### src/rtl/agc_att_req_sched_if.sv
// Requester/monitor side and RF-pin side of the shared step-attenuator scheduler.
interface agc_att_req_sched_if;
    logic [2:0]  i_req;
    logic [20:0] i_delta;
    logic [5:0]  i_max_att;
    logic        i_mcu_clr;
    logic [2:0]  o_ack;
    logic        o_pe_data;
    logic        o_pe_clk;
    logic        o_pe_le;
    logic [5:0]  o_att_value;
    logic        o_clamped;
    logic        o_busy;

    modport slave (
        input  i_req, i_delta, i_max_att, i_mcu_clr,
        output o_ack, o_pe_data, o_pe_clk, o_pe_le, o_att_value, o_clamped, o_busy
    );

    modport master (
        output i_req, i_delta, i_max_att, i_mcu_clr,
        input  o_ack, o_pe_data, o_pe_clk, o_pe_le, o_att_value, o_clamped, o_busy
    );
endinterface

### src/rtl/agc_att_req_sched.sv
// Round-robin scheduler sharing one 6-bit serial step attenuator between three gain requesters.
// Applies clamped signed deltas, shifts the frame out MSB first, latches, then waits out the settle time.
module agc_att_req_sched #(
    parameter int unsigned CLK_DIV = 4,
    parameter int unsigned HOLDOFF = 1024
) (
    input  logic               i_clk,
    input  logic               i_rst,
    agc_att_req_sched_if.slave bus
);
    localparam int unsigned BIT_LEN = 2 * CLK_DIV;
    localparam int unsigned CNT_MAX = (HOLDOFF > BIT_LEN) ? HOLDOFF : BIT_LEN;
    localparam int unsigned CNT_W   = $clog2(CNT_MAX + 1);
    localparam int unsigned ATT_W   = 6;
    localparam int unsigned DLT_W   = 7;

    typedef enum logic [2:0] {
        ST_INIT, ST_SHIFT, ST_LATCH, ST_HOLD, ST_IDLE, ST_GRANT, ST_CALC
    } state_t;

    state_t             state_q;
    logic [CNT_W-1:0]   cnt_q;
    logic [2:0]         bit_q;
    logic [ATT_W-1:0]   sr_q;
    logic [ATT_W-1:0]   tgt_q;
    logic [ATT_W-1:0]   att_q;
    logic [1:0]         rr_q;
    logic [1:0]         sel_q;
    logic [DLT_W-1:0]   delta_q;
    logic               clr_pend_q;
    logic [2:0]         ack_q;
    logic               data_q;
    logic               pclk_q;
    logic               le_q;
    logic               clamped_q;
    logic               busy_q;

    logic [1:0]         sel_d;
    logic               any_req_d;
    logic [2:0]         idx_d;
    logic [DLT_W-1:0]   delta_d;
    logic signed [7:0]  sum_d;
    logic signed [7:0]  max_d;
    logic [ATT_W-1:0]   tgt_d;
    logic               clamp_d;

    // First active requester at or after rr_q; lowest offset wins.
    always_comb begin
        sel_d     = rr_q;
        any_req_d = 1'b0;
        idx_d     = '0;
        for (int k = 2; k >= 0; k--) begin
            idx_d = 3'(rr_q) + 3'(k);
            if (idx_d >= 3'd3) idx_d = idx_d - 3'd3;
            if (bus.i_req[2'(idx_d)]) begin
                sel_d     = 2'(idx_d);
                any_req_d = 1'b1;
            end
        end
    end

    always_comb begin
        delta_d = bus.i_delta[6:0];
        case (sel_d)
            2'd1:    delta_d = bus.i_delta[13:7];
            2'd2:    delta_d = bus.i_delta[20:14];
            default: delta_d = bus.i_delta[6:0];
        endcase
    end

    // Signed 8-bit sum of held attenuation and delta, clamped to [0, i_max_att].
    always_comb begin
        sum_d   = $signed({2'b00, att_q}) + $signed({delta_q[DLT_W-1], delta_q});
        max_d   = $signed({2'b00, bus.i_max_att});
        tgt_d   = sum_d[ATT_W-1:0];
        clamp_d = 1'b0;
        if (sum_d < 8'sd0) begin
            tgt_d   = '0;
            clamp_d = 1'b1;
        end else if (sum_d > max_d) begin
            tgt_d   = bus.i_max_att;
            clamp_d = 1'b1;
        end
    end

    always_ff @(posedge i_clk) begin
        if (i_rst) begin
            state_q    <= ST_INIT;
            cnt_q      <= '0;
            bit_q      <= '0;
            sr_q       <= '0;
            tgt_q      <= '0;
            att_q      <= '0;
            rr_q       <= '0;
            sel_q      <= '0;
            delta_q    <= '0;
            clr_pend_q <= 1'b0;
            ack_q      <= '0;
            data_q     <= 1'b0;
            pclk_q     <= 1'b0;
            le_q       <= 1'b0;
            clamped_q  <= 1'b0;
            busy_q     <= 1'b0;
        end else begin
            ack_q     <= '0;
            clamped_q <= 1'b0;
            if (bus.i_mcu_clr && state_q != ST_IDLE) clr_pend_q <= 1'b1;

            case (state_q)
                ST_INIT: begin
                    tgt_q   <= '0;
                    sr_q    <= '0;
                    data_q  <= 1'b0;
                    pclk_q  <= 1'b0;
                    cnt_q   <= '0;
                    bit_q   <= 3'd5;
                    busy_q  <= 1'b1;
                    state_q <= ST_SHIFT;
                end
                ST_IDLE: begin
                    if (clr_pend_q || bus.i_mcu_clr) begin
                        clr_pend_q <= 1'b0;
                        tgt_q      <= '0;
                        sr_q       <= '0;
                        data_q     <= 1'b0;
                        pclk_q     <= 1'b0;
                        cnt_q      <= '0;
                        bit_q      <= 3'd5;
                        busy_q     <= 1'b1;
                        state_q    <= ST_SHIFT;
                    end else if (any_req_d) begin
                        sel_q   <= sel_d;
                        delta_q <= delta_d;
                        ack_q   <= 3'b001 << sel_d;
                        busy_q  <= 1'b1;
                        state_q <= ST_GRANT;
                    end
                end
                ST_GRANT: begin
                    rr_q    <= (sel_q == 2'd2) ? 2'd0 : sel_q + 2'd1;
                    state_q <= ST_CALC;
                end
                ST_CALC: begin
                    clamped_q <= clamp_d;
                    if (tgt_d == att_q) begin
                        busy_q  <= 1'b0;
                        state_q <= ST_IDLE;
                    end else begin
                        tgt_q   <= tgt_d;
                        sr_q    <= tgt_d;
                        data_q  <= tgt_d[ATT_W-1];
                        pclk_q  <= 1'b0;
                        cnt_q   <= '0;
                        bit_q   <= 3'd5;
                        state_q <= ST_SHIFT;
                    end
                end
                ST_SHIFT: begin
                    if (cnt_q == CNT_W'(BIT_LEN - 1)) begin
                        cnt_q  <= '0;
                        pclk_q <= 1'b0;
                        if (bit_q == 3'd0) begin
                            data_q  <= 1'b0;
                            le_q    <= 1'b1;
                            att_q   <= tgt_q;
                            state_q <= ST_LATCH;
                        end else begin
                            bit_q  <= bit_q - 3'd1;
                            data_q <= sr_q[ATT_W-2];
                            sr_q   <= {sr_q[ATT_W-2:0], 1'b0};
                        end
                    end else begin
                        cnt_q  <= cnt_q + CNT_W'(1);
                        pclk_q <= (cnt_q >= CNT_W'(CLK_DIV - 1));
                    end
                end
                ST_LATCH: begin
                    if (cnt_q == CNT_W'(CLK_DIV - 1)) begin
                        le_q    <= 1'b0;
                        cnt_q   <= '0;
                        state_q <= ST_HOLD;
                    end else begin
                        cnt_q <= cnt_q + CNT_W'(1);
                    end
                end
                ST_HOLD: begin
                    if (cnt_q == CNT_W'(HOLDOFF - 1)) begin
                        cnt_q   <= '0;
                        busy_q  <= 1'b0;
                        state_q <= ST_IDLE;
                    end else begin
                        cnt_q <= cnt_q + CNT_W'(1);
                    end
                end
                default: state_q <= ST_INIT;
            endcase
        end
    end

    assign bus.o_ack       = ack_q;
    assign bus.o_pe_data   = data_q;
    assign bus.o_pe_clk    = pclk_q;
    assign bus.o_pe_le     = le_q;
    assign bus.o_att_value = att_q;
    assign bus.o_clamped   = clamped_q;
    assign bus.o_busy      = busy_q;
endmodule

### src/flat_wrapper.sv
// flat-port wrapper written by rule: the top's interface ports become plain ports
module agc_att_req_sched_flat 
#(
    parameter int unsigned CLK_DIV = 4,
    parameter int unsigned HOLDOFF = 1024
)
  (i_clk, i_rst, bus_i_req, bus_i_delta, bus_i_max_att, bus_i_mcu_clr, bus_o_ack, bus_o_pe_data, bus_o_pe_clk, bus_o_pe_le, bus_o_att_value, bus_o_clamped, bus_o_busy);
  agc_att_req_sched_if bus_i ();
  input  logic i_clk;
  input  logic i_rst;
  input wire logic [$bits(bus_i.i_req)-1:0] bus_i_req;
  input wire logic [$bits(bus_i.i_delta)-1:0] bus_i_delta;
  input wire logic [$bits(bus_i.i_max_att)-1:0] bus_i_max_att;
  input wire logic [$bits(bus_i.i_mcu_clr)-1:0] bus_i_mcu_clr;
  output wire logic [$bits(bus_i.o_ack)-1:0] bus_o_ack;
  output wire logic [$bits(bus_i.o_pe_data)-1:0] bus_o_pe_data;
  output wire logic [$bits(bus_i.o_pe_clk)-1:0] bus_o_pe_clk;
  output wire logic [$bits(bus_i.o_pe_le)-1:0] bus_o_pe_le;
  output wire logic [$bits(bus_i.o_att_value)-1:0] bus_o_att_value;
  output wire logic [$bits(bus_i.o_clamped)-1:0] bus_o_clamped;
  output wire logic [$bits(bus_i.o_busy)-1:0] bus_o_busy;
  assign bus_i.i_req = bus_i_req;
  assign bus_i.i_delta = bus_i_delta;
  assign bus_i.i_max_att = bus_i_max_att;
  assign bus_i.i_mcu_clr = bus_i_mcu_clr;
  assign bus_o_ack = bus_i.o_ack;
  assign bus_o_pe_data = bus_i.o_pe_data;
  assign bus_o_pe_clk = bus_i.o_pe_clk;
  assign bus_o_pe_le = bus_i.o_pe_le;
  assign bus_o_att_value = bus_i.o_att_value;
  assign bus_o_clamped = bus_i.o_clamped;
  assign bus_o_busy = bus_i.o_busy;
  agc_att_req_sched #(.CLK_DIV(CLK_DIV), .HOLDOFF(HOLDOFF)) u_core (.i_clk(i_clk), .i_rst(i_rst), .bus(bus_i));
endmodule
### config.mk
export PLATFORM = sky130hd
export DESIGN_NAME = agc_att_req_sched_flat
export DESIGN_NICKNAME = d
export VERILOG_FILES = /design/src/rtl/agc_att_req_sched_if.sv /design/src/rtl/agc_att_req_sched.sv /design/src/flat_wrapper.sv
export SDC_FILE = /design/constraint.sdc
export NUM_CORES = 1
export LEC_CHECK = 0
export CAP_MARGIN = 10
export CORE_MARGIN = 4
export CORE_UTILIZATION = 25
export DETAILED_ROUTE_END_ITERATION = 10
export GPL_TIMING_DRIVEN = 0
export SLEW_MARGIN = 20
export SYNTH_ARGS = -nofsm -noshare
export SYNTH_HDL_FRONTEND = slang
export SYNTH_SLANG_ARGS = --single-unit
### constraint.sdc
create_clock -name i_clk -period 4.6 [get_ports i_clk]
set_input_delay 0.46 -clock i_clk [delete_from_list [all_inputs] [get_ports i_clk]]
set_output_delay 0.46 -clock i_clk [all_outputs]
set_load 0.03 [all_outputs]
* Word-level counts from Yosys, hierarchy flattened
Cells that the tools add are included.
** Storage, ports and cells
- Register bits after elaboration :: 54
- Latch bits :: 0
- Bits in writable memories :: 0
- ROM bits :: 0
- Input port bits :: 33
- Memories :: 0
** Operators by class
- Add/subtract/negate cells :: 9
- Multiply operators :: 0
- Div/mod/pow operators :: 0
- $lt $le $gt $ge :: 9
- Equality and inequality tests :: 23
- Shift operators :: 1
- Muxes and demuxes :: 66
- Bitwise operators :: 4
- Reduce and logical (&&, ||, !) cells :: 21
** Operators with widths (count)
- case mux 11 bit (6 select lines) :: 1
- two-way mux 11 bit :: 5
- two-way mux 3 bit :: 11
- two-way mux 1 bit :: 24
- two-way mux 6 bit :: 4
- case mux 3 bit (7 select lines) :: 1
- case mux 5 bit (4 select lines) :: 1
- case mux 6 bit (3 select lines) :: 1
- AND reduction 3 bit :: 5
- two-way mux 2 bit :: 7
- case mux 7 bit (2 select lines) :: 1
- inequality test 2 x 1 -> 1 bit, second input constant :: 6
- case mux 1 bit (4 select lines) :: 3
- case mux 3 bit (4 select lines) :: 1
- AND reduction 4 bit :: 3
- adder 11 x 1 -> 11 bit, second input constant :: 1
- equality test 11 x 10 -> 1 bit, second input constant :: 1
- equality test 11 x 2 -> 1 bit, second input constant :: 1
- equality test 11 x 3 -> 1 bit, second input constant :: 1
- >= comparator 11 x 2 -> 1 bit, second input constant :: 1
- two-way mux 5 bit :: 2
- AND reduction 5 bit :: 2
- equality test 3 bit, second input constant :: 3
- < comparator 2 x 3 -> 1 bit, second input constant :: 3
- 31 further kinds :: 44

* Depth between registers and ports, before layout
Gate-level depths: netlist (run 1).
- Depth after elaboration :: 11
- Depth in mapped cells :: 17
- Gate-level depth less buffers :: 15

* Worst setup path after synthesis (run 1)
Ideal clock, no wire load.
- Kind :: register to register
- Start :: reg u_core.att_q[0], in the netlist u_core.bus.o_att_value[0]
- End :: reg u_core.tgt_q[1]
- Library setup time :: 0.121 ns
- Data arrival time :: 4.401 ns
- Path slack :: 0.078 ns
- Stages on the path, launching flop included :: 14
- Buffers on the path :: 0
- Path through :: dfxtp_1 > ha_1 > a21o_1 > a31oi_1 > o311ai_0 > ha_1 > a21o_1 > a211oi_1 > a21oi_1 > or3_4 > mux2_4 > or4_4 > o21ai_2 > mux2_2
** Between the ends
- Longest elaborated chain between the ends :: 7
** RTL lines
- start: declaration :: line agc_att_req_sched.sv:26 : logic [ATT_W-1:0] att_q;
- start signal: assignment :: line agc_att_req_sched.sv:165 : att_q <= tgt_q;
- adder 7 x 7 -> 8 bit :: line agc_att_req_sched.sv:73 : sum_d = $signed({2'b00, att_q}) + $signed({delta_q[DLT_W-1], delta_q});
- > comparator 8 x 7 -> 1 bit :: line agc_att_req_sched.sv:80 : end else if (sum_d > max_d) begin
- two-way mux 6 bit :: line agc_att_req_sched.sv:80
- two-way mux 6 bit :: line agc_att_req_sched.sv:77 : if (sum_d < 8'sd0) begin
- equality test 6 bit :: line agc_att_req_sched.sv:145 : if (tgt_d == att_q) begin
- inequality test 2 bit (no line)
- AND reduction 3 bit (no line)
- end signal: assignment :: line agc_att_req_sched.sv:149 : tgt_q <= tgt_d;
- end: declaration :: line agc_att_req_sched.sv:25 : logic [ATT_W-1:0] tgt_q;
Parallel ways exist; a longest one is shown, timed or not. The select of a mux whose other input is x is not followed.
A chain may end at the register's enable or synchronous reset.

* Worst setup path in the final report (run 1)
- Start :: reg u_core.att_q[5], in the netlist u_core.bus.o_att_value[5]
- End :: reg u_core.tgt_q[4]
Same word-level chain as after synthesis.

==> flow_metrics.py, run 1 <==
metrics = {
    "global_route": {
        "grt_max_degree": 17,
        "antenna_found_initial": 0,
        "grt_pass1_wl_um": 17200,
        "grt_use_total_pct": 12.3,
        "overflow": 0,
        "first_global_vias": 3475,
    },
    "floorplan": {
        "num_io_pins": 47,
        "std_cell_rows": 44,
        "die_x_um": 130,
        "start_util_pct": 25.5,
        "die_h_um": 130,
        "core_area_um2": 14500,
        "die-area_um2": 16900,
    },
    "synthesis": {
        "netlist_instances": 465,
        "netlist_area_um2": 3710,
        "syn_nets": 518,
        "synth.avg_cell_area_um2": 7.98,
        "synth_edf_count": 0,
        "synth_top_area_share_pct": 29.1,
        "yosysSeqAreaShare_pct": 29.1,
        "synth_seq_cells": 54,
        "synth_cell_types": 65,
        "synth_warnings": 0,
        "synthTopCellsByArea": "dfxtp_1, ha_1, mux2i_1",
        "synthArstFlopShare_pct": 0,
        "synth_ff_type": "dfxtp_1",
        "synth_area_leader_cell": "dfxtp_1",
    },
    "cells_and_area": {
        "drive_above_1_share_pct": 8.08,
        "fin_area_um2": 4610,
        "finalNonFillerCells": 704,
        "fill_cells": 1545,
        "antennaDiodeCount": 0,
        "area_delta_synth_final_pct": 24.1,
        "utilization_pct": 31.7,
        "nNetsFinal": 572,
    },
    "detailed_routing": {
        "first_iter_violations": 336,
        "drt_first_pass_iters": 5,
        "drtAntennaViolNets": 0,
        "wirelength_um": 10300,
        "num_vias": 3625,
        "vias_per_cell": 5.15,
        "drcViolationCount": 0,
        "wl_per_cell_um": 14.6,
    },
    "placement": {
        "finalWeightedCongestion": 0.857,
        "place_inst": 695,
        "dp_hpwl_um": 8080,
        "io_buffers": 46,
        "post_dp_cell_area_um2": 4400,
    },
    "sta": {
        "worstMarginPinSlew_ns": 0.762,
        "slew_headroom_pct": 49.0,
        "final_max_slew_viol_count": 0,
        "setup_viol": 0,
        "fin_tns_setup_ns": 0,
        "fin_skew_ns": 0.00656,
        "hold_violations": 0,
        "period_share_pct": 95.8,
        "fin_worst_hold_slack_ns": 0.458,
        "fmax_mhz": 227,
        "finalCriticalPeriod_ns": 4.41,
    },
    "power": {
        "swShare_pct": 38.4,
        "sequentialPowerShare_pct": 35.3,
        "clockPowerShare_pct": 24.5,
        "internal-power_uw": 945,
        "peakVddDrop_mv": 0.160,
        "p_switching_uw": 588,
        "power.density_nw_per_um2": 333,
        "p_comb_share_pct": 40.2,
        "leakagePower_uw": 0.00170,
    },
    "clock_tree": {
        "h-tree-depth": 2,
        "cts_hold_buffers": 0,
        "path_clk_slew_ns": 0.07,
        "cts_tree": "built",
        "cts_sinks": 54,
        "ctsLongestPathBuffers": 2,
        "clk_latency_ns": 0.30,
        "cts_buffers": 5,
        "cts_root_buf": "clkbuf_16",
    },
    "outcome": {
        "outcome": "finished, final reports clean",
    },
    "setup_path": {
        "critPathSlowestCell": "or4_4",
        "crit_arrival_ns": 4.60,
        "startpoint_type": "flip-flop",
        "worstSetupPathType": "reg -> reg",
        "crit_buf_inv": 0,
        "critPathMaxFanout": 7,
        "path_cells": "ha_1, nor3b_1, a21oi_1, o311ai_4, ha_1, a21o_1, a211oi_2, a21oi_2, or3_4, mux2_4, or4_4, o21ai_4, mux2_2",
        "r2r_slack_ns": 0.19,
        "cpMostUsedCell": "ha_1",
        "critPathTopFamily": "compound AO/OA/AOI/OAI gates",
        "cpPeakStageDelay_ns": 0.58,
        "crit_path_end_kind": "flip-flop",
        "required_ns": 4.79,
    },
    "min_path": {
        "hp-class": "reg -> reg",
    },
    "run": {
        "maxCapViolCount": 0,
    },
}
## through the flow
| step | total power (uW) | setup WS, ns |
|---|---|---|
| after global placement | 1140 | -0.525 |
| after detailed placement | 1160 | -0.530 |
| after global routing | 1650 | -0.00941 |
| after floorplan | 990 | 0.0782 |
| after CTS | 1540 | 0.000267 |
| final | 1530 | 0.193 |
## worst min-delay path: cells and delay by family (launching register included)
family	cells	cell delay (ns)
AOI/OAI and AO/OA	1	0.05
DFF	1	0.31
buffers and inverters	1	0.05
## cell families after synthesis
family          Yosys count  share of synthesized area, %
simple gates            160                          21.2
compound gates          141                          27.2
buf+inv                  55                          5.76
flops                    54                          29.1
mux                      29                          8.26
fa+ha+maj                21                          7.21
xor+xnor                  5                          1.18
## metal layers
| layer | routed length, um | GRT usage, % | up-vias |
|---|---|---|---|
| met5 | 0 | 0 | - |
| met4 | 149 | 2.87 | 0 |
| met3 | 553 | 1.80 | 16 |
| met2 | 4730 | 20.1 | 87 |
| met1 | 4850 | 17.1 | 1701 |
| li1 | - | - | 1821 |
## path summary, 6_finish.rpt
check                                    startpoint                            to  depth (start not counted)
max          u_core.bus.o_att_value[5]$_SDFFE_PP0P_  u_core.tgt_q[4]$_SDFFE_PP0P_                         13
min                     u_core.sr_q[4]$_SDFFE_PP0P_   u_core.sr_q[4]$_SDFFE_PP0P_                          2
max reg2reg  u_core.bus.o_att_value[5]$_SDFFE_PP0P_  u_core.tgt_q[4]$_SDFFE_PP0P_                         13
min reg2reg             u_core.sr_q[4]$_SDFFE_PP0P_   u_core.sr_q[4]$_SDFFE_PP0P_                          2
## layout make-up
type | count | area (um^2) | area share (%)
repair buffers | 47 | 468 | 10.2
plain buffers | 21 | 86.3 | 1.87
flip-flops and latches | 54 | 1080 | 23.5
clock inverters | 2 | 13.8 | 0.299
clock buffers | 6 | 129 | 2.80
multi-input cells | 356 | 2470 | 53.6
inverters | 34 | 128 | 2.77
well taps | 184 | 230 | 5.00
## power groups by stage
stage	clock (uW)	combinational (uW)	sequential (uW)
floorplan	0	432	559
global placement	0	591	551
detailed placement	0	603	553
CTS	382	613	542
global route	400	698	548
finish	376	617	541
## Yosys cell counts (4+ instances only)
cell type  instances
nor2_1            38
inv_1             34
and3_1             7
ha_1              19
nand2_1           43
a22oi_1            9
nand2b_1           7
dfxtp_1           54
mux2i_1           22
a311oi_2           7
nor3_1            19
nand3_1           14
nor2b_1           14
o21a_1             5
xnor2_1            4
mux2_2             5
a211oi_1          15
o22ai_1            7
a31oi_1            4
a21oi_1           31
o21ai_0           23
clkbuf_1          18
## cells in the final DEF, fill, tap and decap left out, types with 3 or more instances in the layout
cell,instances
clkbuf_16,5
nand2_1,43
a311oi_1,3
o21bai_1,3
mux2i_1,22
a31oi_1,3
dfxtp_2,3
a22oi_1,9
o22ai_1,7
xnor2_1,4
and3_1,7
o21ai_0,23
and2_1,3
a311oi_2,7
clkdlybuf4s50_1,46
nand2b_1,7
nand3_1,14
nor2_1,38
o21a_1,5
mux2_2,5
inv_1,34
a21oi_1,30
clkbuf_1,19
nor3_1,19
a32o_1,3
dfxtp_1,51
nor2b_1,12
ha_1,19
a2bb2oi_1,3
a211oi_1,14
a21o_1,3
## registers in the layout, indices dropped and copies added (netlist names), 3 cells and up
| name | cells |
|---|---|
| u_core.cnt_q | 11 |
| u_core.delta_q | 7 |
| u_core.bus.o_att_value | 6 |
| u_core.tgt_q | 6 |
| u_core.sr_q | 5 |
| u_core.bit_q | 3 |
| u_core.bus.o_ack | 3 |
| u_core.state_q | 3 |
## repair_timing
action,in CTS,in global routing
endpoints found under the setup margin,30,27
hold endpoints to repair,0,0
pin swaps,0,1
gates resized for setup,6,7
buffers inserted,0,1
Note: power is estimated with default switching activity, not from simulation.
==> run 2: changes to the inputs <==
--- a/config.mk
+++ b/config.mk
@@ -6,6 +6,7 @@
 export NUM_CORES = 1
 export LEC_CHECK = 0
 export CAP_MARGIN = 10
+export CORE_ASPECT_RATIO = 0.7
 export CORE_MARGIN = 4
 export CORE_UTILIZATION = 25
 export DETAILED_ROUTE_END_ITERATION = 10
==> flow_metrics.py, run 2 (synthesis results as in run 1) <==
metrics = {
    "outcome": {
        "outcome": "finished, final reports clean",
    },
    "setup_path": {
        "r2r_slack_ns": 0.13,
        "critPathMaxFanout": 7,
        "startpoint_type": "flip-flop",
        "path_cells": "ha_1, fa_1, a211oi_2, o21ai_0, nor2b_2, ha_1, a21o_1, a211oi_2, a21oi_2, or3_4, mux2_4, or4_4, o21ai_4, mux2_2",
        "required_ns": 4.79,
        "crit_start": "u_core.bus.o_att_value[0]$_SDFFE_PP0P_",
        "worstSetupPathType": "reg -> reg",
        "r2r.worst_path.cells": 14,
        "critPathSlowestCell": "or4_4",
        "rr_startpoint": "u_core.bus.o_att_value[0]$_SDFFE_PP0P_",
        "crit_buf_inv": 0,
        "crit_arrival_ns": 4.66,
        "timing.rr.end": "u_core.tgt_q[5]$_SDFFE_PP0P_",
        "critPathTopFamily": "simple AND/OR/NAND/NOR gates",
        "cpPeakStageDelay_ns": 0.58,
        "worst-path-stages": 14,
        "worstSetupEndpoint": "u_core.tgt_q[5]$_SDFFE_PP0P_",
        "crit_path_end_kind": "flip-flop",
    },
    "sta": {
        "period_share_pct": 97.3,
        "slew_headroom_pct": 49.8,
        "hold_violations": 0,
        "final_max_slew_viol_count": 0,
        "finalCriticalPeriod_ns": 4.47,
        "setup_viol": 0,
        "worstMarginPinSlew_ns": 0.750,
        "fin_skew_ns": 0.00747,
        "fmax_mhz": 223,
        "fin_tns_setup_ns": 0,
        "fin_ws_ns": 0.125,
    },
    "detailed_routing": {
        "drt_first_pass_iters": 6,
        "wl_per_cell_um": 15.7,
        "vias_per_cell": 5.17,
        "num_vias": 3663,
        "first_iter_violations": 251,
        "drcViolationCount": 0,
        "drtAntennaViolNets": 0,
        "wirelength_um": 11200,
    },
    "floorplan": {
        "die_x_um": 154,
        "core_area_um2": 14200,
        "die_h_um": 110,
        "die-area_um2": 16900,
        "start_util_pct": 26.1,
        "num_io_pins": 47,
        "std_cell_rows": 36,
    },
    "clock_tree": {
        "clk_latency_ns": 0.30,
        "cts_sinks": 54,
        "cts_hold_buffers": 0,
        "path_clk_slew_ns": 0.08,
        "ctsLongestPathBuffers": 2,
        "cts_buffers": 5,
        "cts_root_buf": "clkbuf_16",
        "h-tree-depth": 2,
        "cts_tree": "built",
    },
    "global_route": {
        "antenna_found_initial": 0,
        "met1_usage_pct": 18.9,
        "grt_use_total_pct": 13.1,
        "grt-busiest-layer": "met2",
        "grt_max_degree": 19,
        "grt_use_met3_pct": 2.99,
        "first_global_vias": 3532,
        "overflow": 0,
        "grt_pass1_wl_um": 18000,
        "use_met2_pct": 19.7,
    },
    "cells_and_area": {
        "top_register": "u_core.cnt_q",
        "reg.largest.list": "u_core.cnt_q (11), u_core.delta_q (7)",
        "largest_reg_flops": 11,
        "final_common_cell": "dfxtp_1",
        "nNetsFinal": 571,
        "layout_common_cells": "dfxtp_1, clkdlybuf4s50_1, nand2_1",
        "drive_above_1_share_pct": 8.48,
        "area_delta_synth_final_pct": 24.7,
        "finalNonFillerCells": 709,
        "antennaDiodeCount": 0,
        "utilization_pct": 32.5,
    },
    "power": {
        "leakagePower_uw": 0.00169,
        "power.density_nw_per_um2": 335,
        "peakVddDrop_mv": 0.163,
    },
    "placement": {
        "place_inst": 701,
        "finalWeightedCongestion": 0.917,
        "pre_cts_ws_ns": -0.507,
        "dp_hpwl_um": 8610,
        "io_buffers": 46,
    },
    "run": {
        "maxCapViolCount": 0,
    },
    "min_path": {
        "hp-class": "reg -> reg",
    },
}
[run 2: changes by cell type in the layout (fill, tap and decap cells not counted)]
cell and change:
a31oi_2 -1, a31oi_4 +1, buf_4 -1, clkbuf_1 -1, clkinv_2 -1, clkinvlp_4 +1
dfxtp_1 -2, dfxtp_4 +2, ha_1 -1, ha_2 +1, inv_6 +1, nor2b_1 +1
nor2b_2 -1
[run 2: timing repair]
action,4_1_cts,5_1_grt
endpoints found under the setup margin,30,28
setup buffers,0,0
endpoints found under the hold margin,0,0
gates resized for setup,8,10
pin swaps,0,1
[run 2: cell type report]
type,instances,area (um^2)
flip-flops and latches,54,1090
inverters,34,128
fillers,1500,9600
well taps,190,238
plain buffers,21,86.3
repair buffers,46,460
clock inverters,3,25.0
multi-input cells,356,2480
clock buffers,5,125
[run 2: how the worst min path moves through the flow]
stage | startpoint | to | slack, ns | depth (start not counted)
after CTS | u_core.bit_q[1]$_SDFFE_PP0P_ | u_core.bit_q[1]$_SDFFE_PP0P_ | 0.47 | 2
after detailed placement | u_core.bit_q[1]$_SDFFE_PP0P_ | u_core.bit_q[1]$_SDFFE_PP0P_ | 0.46 | 2
after global routing | u_core.bit_q[1]$_SDFFE_PP0P_ | u_core.bit_q[1]$_SDFFE_PP0P_ | 0.47 | 2
final | u_core.bit_q[1]$_SDFFE_PP0P_ | u_core.bit_q[1]$_SDFFE_PP0P_ | 0.46 | 2
after floorplan | u_core.sr_q[4]$_SDFFE_PP0P_ | u_core.sr_q[4]$_SDFFE_PP0P_ | 0.43 | 2
after global placement | u_core.bit_q[1]$_SDFFE_PP0P_ | u_core.bit_q[1]$_SDFFE_PP0P_ | 0.45 | 2
[run 2: power by group]
group | internal, uW | total (uW) | switching [uW] | leakage (uW)
logic | 227 | 619 | 392 | 0.00118
registers | 515 | 543 | 27.8 | 0.000441
clock network | 205 | 392 | 187 | 0.0000704
[run 2: metrics by stage]
step / hold slack [ns] / total power, uW / area, um^2
after global routing: 0.469 / 1660 / 4630
final: 0.465 / 1550 / 4630
after global placement: 0.447 / 1140 / 4410
after detailed placement: 0.455 / 1160 / 4410
after floorplan: 0.434 / 990 / 3710
after CTS: 0.465 / 1560 / 4590
[run 2: routing by layer]
metal,wire [um],vias up
met5,0,-
met4,132,0
met3,889,12
met2,4510,127
met1,5630,1708
li1,-,1816
[run 2: worst min-delay path, stage by stage, from the launching register on]
cell     delay (ns)
dfxtp_1        0.31
nand2_1        0.05
mux2i_1        0.06
==> run 3: changes to the inputs <==
--- a/config.mk
+++ b/config.mk
@@ -7,10 +7,11 @@
 export LEC_CHECK = 0
 export CAP_MARGIN = 10
 export CORE_ASPECT_RATIO = 0.7
-export CORE_MARGIN = 4
-export CORE_UTILIZATION = 25
+export CORE_MARGIN = 2
+export CORE_UTILIZATION = 51
 export DETAILED_ROUTE_END_ITERATION = 10
 export GPL_TIMING_DRIVEN = 0
+export PLACE_DENSITY_LB_ADDON = 0.25
 export SLEW_MARGIN = 20
 export SYNTH_ARGS = -nofsm -noshare
 export SYNTH_HDL_FRONTEND = slang
==> flow_metrics.py, run 3 (synthesis results as in run 1) <==
metrics = {
    "outcome": {
        "outcome": "finished, final reports clean",
    },
    "detailed_routing": {
        "first_iter_violations": 429,
        "num_vias": 3627,
        "vias_per_cell": 5.91,
        "wirelength_um": 9850,
        "drtAntennaViolNets": 0,
        "wl_per_cell_um": 16.0,
        "drcViolationCount": 0,
        "drt_first_pass_iters": 5,
    },
    "global_route": {
        "overflow": 0,
        "grt_use_total_pct": 25.0,
        "grt_pass1_wl_um": 15900,
        "first_global_vias": 3292,
        "grt_max_degree": 17,
        "antenna_found_initial": 0,
    },
    "cells_and_area": {
        "area_delta_synth_final_pct": 21.3,
        "nNetsFinal": 572,
        "fill_cells": 598,
        "utilization_pct": 65.1,
        "drive_above_1_share_pct": 8.27,
        "finalNonFillerCells": 614,
        "final_common_cell": "dfxtp_1",
        "largest_reg_flops": 11,
        "reg.largest.list": "u_core.cnt_q (11), u_core.delta_q (7)",
        "top_register": "u_core.cnt_q",
        "antennaDiodeCount": 0,
        "layout_common_cells": "dfxtp_1, clkdlybuf4s50_1, nand2_1",
        "fin_area_um2": 4500,
    },
    "clock_tree": {
        "cts_sinks": 54,
        "cts_tree": "built",
        "ctsLongestPathBuffers": 2,
        "cts_root_buf": "clkbuf_8",
        "cts_buffers": 5,
        "clk_latency_ns": 0.31,
        "path_clk_slew_ns": 0.09,
        "h-tree-depth": 2,
        "cts_hold_buffers": 0,
    },
    "run": {
        "maxCapViolCount": 0,
    },
    "floorplan": {
        "num_io_pins": 47,
        "die_x_um": 106,
        "core_area_um2": 6910,
        "die-area_um2": 7990,
        "start_util_pct": 53.7,
        "die_h_um": 75.4,
        "std_cell_rows": 25,
    },
    "setup_path": {
        "critPathMaxFanout": 6,
        "worstSetupPathType": "reg -> reg",
        "crit_arrival_ns": 4.69,
        "required_ns": 4.80,
        "startpoint_type": "flip-flop",
        "crit_path_end_kind": "flip-flop",
    },
    "sta": {
        "final_max_slew_viol_count": 0,
        "fmax_mhz": 223,
        "worstMarginPinSlew_ns": 0.778,
        "slew_headroom_pct": 47.9,
        "hold_violations": 0,
        "setup_viol": 0,
        "finalCriticalPeriod_ns": 4.49,
        "fin_worst_hold_slack_ns": 0.464,
        "period_share_pct": 97.7,
        "fin_skew_ns": 0.00950,
    },
    "placement": {
        "finalWeightedCongestion": 0.946,
        "io_buffers": 46,
        "post_dp_cell_area_um2": 4290,
        "dp_hpwl_um": 7500,
        "place_inst": 605,
    },
    "power": {
        "peakVddDrop_mv": 0.295,
        "finalPower_uw": 1550,
        "power.density_nw_per_um2": 344,
        "leakagePower_uw": 0.00171,
    },
    "min_path": {
        "hp-class": "reg -> reg",
    },
}
==> run 3: cell type report <==
| class | instances | area (um^2) | share of cell area (%) |
|---|---|---|---|
| Tap cell | 94 | 118 | 2.61 |
| Timing Repair Buffer | 47 | 468 | 10.4 |
| Multi-Input combinational cell | 356 | 2480 | 55.0 |
| Sequential cell | 54 | 1080 | 24.1 |
| Inverter | 34 | 128 | 2.83 |
| Clock inverter | 2 | 60.1 | 1.33 |
| Buffer | 21 | 86.3 | 1.92 |
| Clock buffer | 6 | 82.6 | 1.83 |
==> run 3: through the flow <==
stage	setup slack [ns]	TNS (ns)
3_3_place_gp	-0.490	-10.90
3_5_place_dp	-0.510	-10.52
6_report	0.107	0
5_1_grt	-0.0315	-0.153
2_1_floorplan	0.0782	0
4_1_cts	0.000732	0
==> run 3: report_power, final <==
group | internal [uW] | switching [uW]
registers | 516 | 27.4
logic | 226 | 394
clock network | 232 | 155
total | 975 | 577
==> run 3: worst paths after layout <==
path | start | end | slack (ns) | depth (start not counted)
min reg2reg | u_core.bit_q[1]$_SDFFE_PP0P_ | u_core.bit_q[1]$_SDFFE_PP0P_ | 0.46 | 2
max reg2reg | u_core.bus.o_att_value[3]$_SDFFE_PP0P_ | u_core.tgt_q[3]$_SDFFE_PP0P_ | 0.11 | 13
min | u_core.bit_q[1]$_SDFFE_PP0P_ | u_core.bit_q[1]$_SDFFE_PP0P_ | 0.46 | 2
max | u_core.bus.o_att_value[3]$_SDFFE_PP0P_ | u_core.tgt_q[3]$_SDFFE_PP0P_ | 0.11 | 13
==> run 3: routing by layer <==
metal / track usage (%) / wire length, um / vias up
met2: 37.8 / 4010 / 121
met1: 37.4 / 5060 / 1680
met5: 0 / 0 / -
li1: - / - / 1817
met3: 4.28 / 720 / 9
met4: 5.70 / 61 / 0
==> run 3: what timing repair did <==
item / 4_1_cts / 5_1_grt
setup endpoints to repair: 30 / 26
buffers inserted: 0 / 1
resized for setup: 7 / 7
pin swaps: 0 / 1
==> run 3: critical path: stages, from the launching register on <==
cell and delay [ns]:
dfxtp_2 0.38, ha_1 0.39, a21o_1 0.23, a311o_1 0.36
o311ai_4 0.13, ha_1 0.32, a21o_1 0.20, a211oi_2 0.24
a21oi_2 0.14, or3_4 0.44, mux2_4 0.33, or4_4 0.57
o21ai_4 0.26, mux2_2 0.37
